$ cat src/rtl/instr_fetch.sv
// instr_fetch: fetches opcode plus 0-2 little-endian operand bytes and presents them over valid/ready.
// Define INSTR_FETCH_COUNT_EN to enable the saturating retired-instruction counter on instr_count.
module instr_fetch #(
    parameter int WIDTH_MAIN = 8,
    parameter int WIDTH_AX = 16
) (
    input  logic                  clk,
    input  logic                  reset,
    input  logic                  start,
    input  logic                  halt,
    input  logic [WIDTH_MAIN-1:0] mem_in,
    output logic                  pc_assert_addr,
    output logic                  pc_inc,
    output logic                  mem_busdir,
    output logic [WIDTH_MAIN-1:0] opcode,
    output logic [WIDTH_AX-1:0]   operand,
    output logic [1:0]            op_len,
    output logic                  instr_valid,
    input  logic                  instr_ready,
    output logic                  busy,
    output logic [15:0]           instr_count
);
    typedef enum logic [2:0] {IDLE, FETCH_OP, FETCH_B1, FETCH_B2, PRESENT} state_t;
    state_t state, state_nxt;
    logic [1:0] len_in;
    logic fetch, hs;
    // top two opcode bits give the operand length, 11 saturating to 2
    assign len_in = mem_in[WIDTH_MAIN-1] ? 2'd2 : {1'b0, mem_in[WIDTH_MAIN-2]};
    assign fetch = state == FETCH_OP || state == FETCH_B1 || state == FETCH_B2;
    assign hs = instr_valid && instr_ready;
    assign pc_assert_addr = fetch;
    assign pc_inc = fetch;
    assign mem_busdir = fetch;
    assign instr_valid = state == PRESENT;
    assign busy = state != IDLE;
    always_comb begin
        state_nxt = state;
        case (state)
            IDLE:     state_nxt = start ? FETCH_OP : IDLE;
            FETCH_OP: state_nxt = len_in == 2'd0 ? PRESENT : FETCH_B1;
            FETCH_B1: state_nxt = op_len == 2'd2 ? FETCH_B2 : PRESENT;
            FETCH_B2: state_nxt = PRESENT;
            PRESENT:  state_nxt = hs ? (halt ? IDLE : FETCH_OP) : PRESENT;
            default:  state_nxt = IDLE;
        endcase
    end
    always_ff @(posedge clk or posedge reset) begin
        if (reset) begin
            state <= IDLE;
            opcode <= '0;
            operand <= '0;
            op_len <= '0;
        end else begin
            state <= state_nxt;
            if (state == FETCH_OP) begin
                opcode <= mem_in;
                operand <= '0;
                op_len <= len_in;
            end
            if (state == FETCH_B1) operand[WIDTH_MAIN-1:0] <= mem_in;
            if (state == FETCH_B2) operand[WIDTH_AX-1:WIDTH_MAIN] <= mem_in;
        end
    end
`ifdef INSTR_FETCH_COUNT_EN
    always_ff @(posedge clk or posedge reset) begin
        if (reset) instr_count <= '0;
        else if (hs && instr_count != 16'hFFFF) instr_count <= instr_count + 16'd1;
    end
`else
    assign instr_count = '0;
`endif
endmodule

$ cat config.mk
export PLATFORM = sky130hd
export DESIGN_NAME = instr_fetch
export DESIGN_NICKNAME = d
export VERILOG_FILES = /design/src/rtl/instr_fetch.sv
export SDC_FILE = /design/constraint.sdc
export NUM_CORES = 1
export LEC_CHECK = 0
export ABC_CLOCK_PERIOD_IN_PS = 1340
export CAP_MARGIN = 25
export CORE_ASPECT_RATIO = 0.6
export CORE_MARGIN = 2
export CORE_UTILIZATION = 43
export CTS_BUF_LIST = sky130_fd_sc_hd__clkbuf_8
export DETAILED_ROUTE_END_ITERATION = 6
export PLACE_DENSITY = 0.81
export SETUP_SLACK_MARGIN = 0.2
export SYNTH_ARGS = -nofsm -noshare
export SYNTH_HDL_FRONTEND = slang
export SYNTH_SLANG_ARGS = --single-unit
$ cat constraint.sdc
create_clock -name clk -period 1.34 [get_ports clk]
set_input_delay 0.134 -clock clk [delete_from_list [all_inputs] [get_ports clk]]
set_output_delay 0.134 -clock clk [all_outputs]
set_load 0.005 [all_outputs]
# [Word-level counts from Yosys, hierarchy flattened]
# Cells that the tools add are included.
[word_totals] register_bits=29 input_bits=13 out_inout_bits=47 elab_cells=28
[op_classes] eq_ne=5 muxes=10 reduce_logical=8
[op_table] op="2-to-1 mux 16 bit" n=1
[op_table] op="2-to-1 mux 8 bit" n=2
[op_table] op="case mux 3 bit (5 select lines)" n=1
[op_table] op="2-to-1 mux 3 bit" n=3
[op_table] op="== test 3 x 2 -> 1 bit, second input constant" n=2
[op_table] op="nonzero test 2 bit" n=2
[op_table] op="== test 3 x 1 -> 1 bit, second input constant" n=1
[op_table] op="== test 3 bit, second input constant" n=1
[op_table] op="logical NOT 3 bit" n=1
[op_table] op="nonzero test 3 bit" n=1
[op_table] op="== test 2 bit, second input constant" n=1
[op_table] op="logical NOT 2 bit" n=1
[op_table] op="logical OR 1 bit" n=2
[op_table] op="2-to-1 mux 1 bit" n=2
[op_table] op="2-to-1 mux 2 bit" n=1
[op_table] op="logical AND 1 bit" n=1

# [Longest topological paths before layout]
[depth] word_depth=4 ltp_mapped=5 depth_no_buf=3

# [Worst setup path before layout]
# Ideal clock, no wire load.
[synth_path] path_kind="reg-to-output" from="register state[1]" to="output port pc_assert_addr" arrival_time_ns=1.051 required_time_ns=1.206 slack_ns=0.155 path_stages_with_launch=5 path_buffers=2 path_cell_list="dfrtp_1 > buf_4 > o21ai_2 > inv_1 > buf_4"
[synth_between] elab_chain_cells=3 elab_cells_between_ends=5 cone_classes="eq/ne (3); reduce/logical (2)"
[synth_lines] item="start, declared" line_no="24" source="state_t state, state_nxt;"
[synth_lines] item="start signal, assigned" line_no="54" source="state <= state_nxt;"
[synth_lines] item="== test 3 x 1 -> 1 bit or == test 3 x 2 -> 1 bit (tied branches)" line_no="29" source="assign fetch = state == FETCH_OP || state == FETCH_B1 || state == FETCH_B2;"
[synth_lines] item="logical OR 1 bit" line_no="29"
[synth_lines] item="logical OR 1 bit *" line_no="29"
[synth_lines] item="end, declared" line_no="12" source="output logic pc_assert_addr,"
# Mark *: on every way between the ends. The rest lies on a longest branch, timed or not.

# [Worst setup path after layout]
[layout_path] from="register state[2]" to="register opcode[6]"
[layout_between] elab_chain_cells=1
[layout_lines] item="== test 3 x 1 -> 1 bit" line_no="55" source="if (state == FETCH_OP) begin"
[layout_lines] item="end signal, assigned" line_no="56" source="opcode <= mem_in;"
[layout_lines] item="end, declared" line_no="15" source="output logic [WIDTH_MAIN-1:0] opcode,"
# No other way between the ends.
# A chain may end at the register's enable or synchronous reset.

==> results.tsv <==
metric	value	unit
htree_levels	1	
dr.pass1.iters	4	
cts_tree	done	
synthArstFlopShare	100	%
rsz0062_at_grt	true	
clk_pin_slew_worst_paths	100	ps
portBuffers	43	
design_area	2190	µm²
seq_area	703	µm²
violations	negative setup slack	
multi_input_area	603	µm²
die_w	77.6	µm
row_count	15	
final_util	73.5	%
grt_first_pass_wirelength	5890	µm
peakVddDrop	1070	µV
initial_core_util	46.9	%
finalClockSkew	5.37	ps
grt_antenna_before_repair	0	
timing.final.ws_setup	-26.3	ps
cts_hold_buf	0	
critical_path_class	reg2reg	
setup_viol_count_final	9	
ys_seq_area_share	50.1	%
syn_inst	126	
hpwl	2300	µm
synth.distinct_cells	25	
p_per_area	2180	nW/µm²
syn_area_per_cell	11.1	µm²
maxCapViolations	0	
synthFlopType	dfrtp_1	
placed_cells	213	
drc	0	
antenna_left	0	
grt_max_degree	29	
pin_count	60	
vias	1201	
ctsRootBufferMaster	clkbuf_8	
layout.nets	214	
nFillCells	206	
setup_tns	-124	ps
min_period_over_period	102	%
yosys_register_bits	28	
final_cell_mix	26 x dfrtp_1, 26 x dlygate4sd2_1, 22 x buf_4	
grt_pass1_vias	1134	
gr-total-overflow	0	
status	finished with violations	
fmax	0.732	GHz
layout.cells.non_filler	242	
slew_viol_final	0	
period_needed	1370	ps
dpl_cell_area	1850	µm²
areaGrowthSynthToFinish	56.8	%
hold_class	in2async	
cts-buffers-inserted	3	
antenna_cells	0	
cp.required	1520	ps
die_area	3740	µm²
wl	3860	µm
core	2980	µm²
via_per_inst	4.96	
grt.total_usage	21.5	%
finalHoldViolCount	0	
worstSetupEndpointType	flip-flop	
dieHeight	48.2	µm
synth.cell_area	1400	µm²
ys_warn_count	0	
critPathArrivalTime	1540	ps
drive_gt1_share	37.0	%
synth_edf_count	0	
cts.sinks	28	
clkLatencyLatePin	280	ps
wl_per_cell	16.0	µm
drt_iter0_markers	52	
static-leakage-power	1.11	nW
clk_path_buf_depth	2	
cp_max_fo	8	
gp_congestion	0.741	
cp-start-kind	flip-flop	
repair_timing:
item	4_1_cts	5_1_grt
setup endpoints to repair	59	33
setup buffers	22	1
pin swaps	7	9
gates cloned	1	1
resized for setup	72	6
registers in the layout (all words and copies together), names as in the netlist:
| signal | cells |
|---|---|
| operand | 16 |
| opcode | 8 |
| state | 3 |
| op_len | 1 |
per-stage QoR:
stage               hold slack [ps]  worst slack (ps)  power [W]
global route                    267             -59.5    0.00504
detailed placement              482              14.8    0.00363
floorplan                       199               161    0.00257
CTS                             233             -16.6    0.00457
global placement                476              41.3    0.00356
finish                          207             -26.3    0.00478
routing by layer:
layer	vias up	GRT usage, %	wire [µm]
met4	0	6.43	55
met3	9	4.81	239
li1	554	-	-
met1	590	28.2	1660
met5	-	0	0
met2	48	37.6	1910
cells in the mapped netlist, types with 2 or more instances:
library cell | count | area share [%]
mux2_2 | 6 | 4.8
clkbuf_1 | 2 | 0.54
a22o_1 | 16 | 10
dfrtp_1 | 28 | 50
nand3b_1 | 2 | 1.1
mux2_1 | 2 | 1.6
o21ai_1 | 9 | 3.2
inv_1 | 4 | 1.1
nand2_1 | 20 | 5.4
buf_4 | 21 | 11
buf_6 | 2 | 1.6
kinds of logic after synthesis:
kind of cell           Yosys count  synth area share, %
and+or+nand+nor                 29                 10.9
buffers and inverters           29                 14.5
AOI/OAI and AO/OA               31                 17.8
other                            1                0.268
DFF                             28                 50.1
muxes                            8                 6.44
power by group:
part / switching, W / leakage, nW / internal [W]
combinational: 0.00113 / 0.720 / 0.00153
sequential: 0.000229 / 0.359 / 0.00120
clock: 0.000284 / 0.0357 / 0.000401
total: 0.00164 / 1.11 / 0.00314
layout make-up:
class	count	share of cell area (%)
Tap cell	42	2.40
Inverter	4	0.685
Timing Repair Buffer	80	34.1
Clock inverter	1	1.37
Clock buffer	3	1.88
Multi-Input combinational cell	84	27.5
Sequential cell	28	32.1
critical path, stage by stage, from the launching register on:
cell      delay, ps
dfrtp_1         430
buf_6           130
nand2b_4        160
nor2_8          180
mux2_2          360
worst paths after layout:
| check | start | endpoint | slack (ps) | cells after the start |
|---|---|---|---|---|
| max reg2reg | state[2] | opcode[6] | -30 | 4 |
| min | reset | operand[9] | 210 | 3 |
| min reg2reg | operand[12] | operand[12] | 500 | 2 |
| min in group clk | mem_in[3] | operand[11] | 480 | 3 |
| max in group asynchronous | reset | state[1] | 850 | 3 |
| max | state[2] | opcode[6] | -30 | 4 |
(Power assumes the default switching activity.)
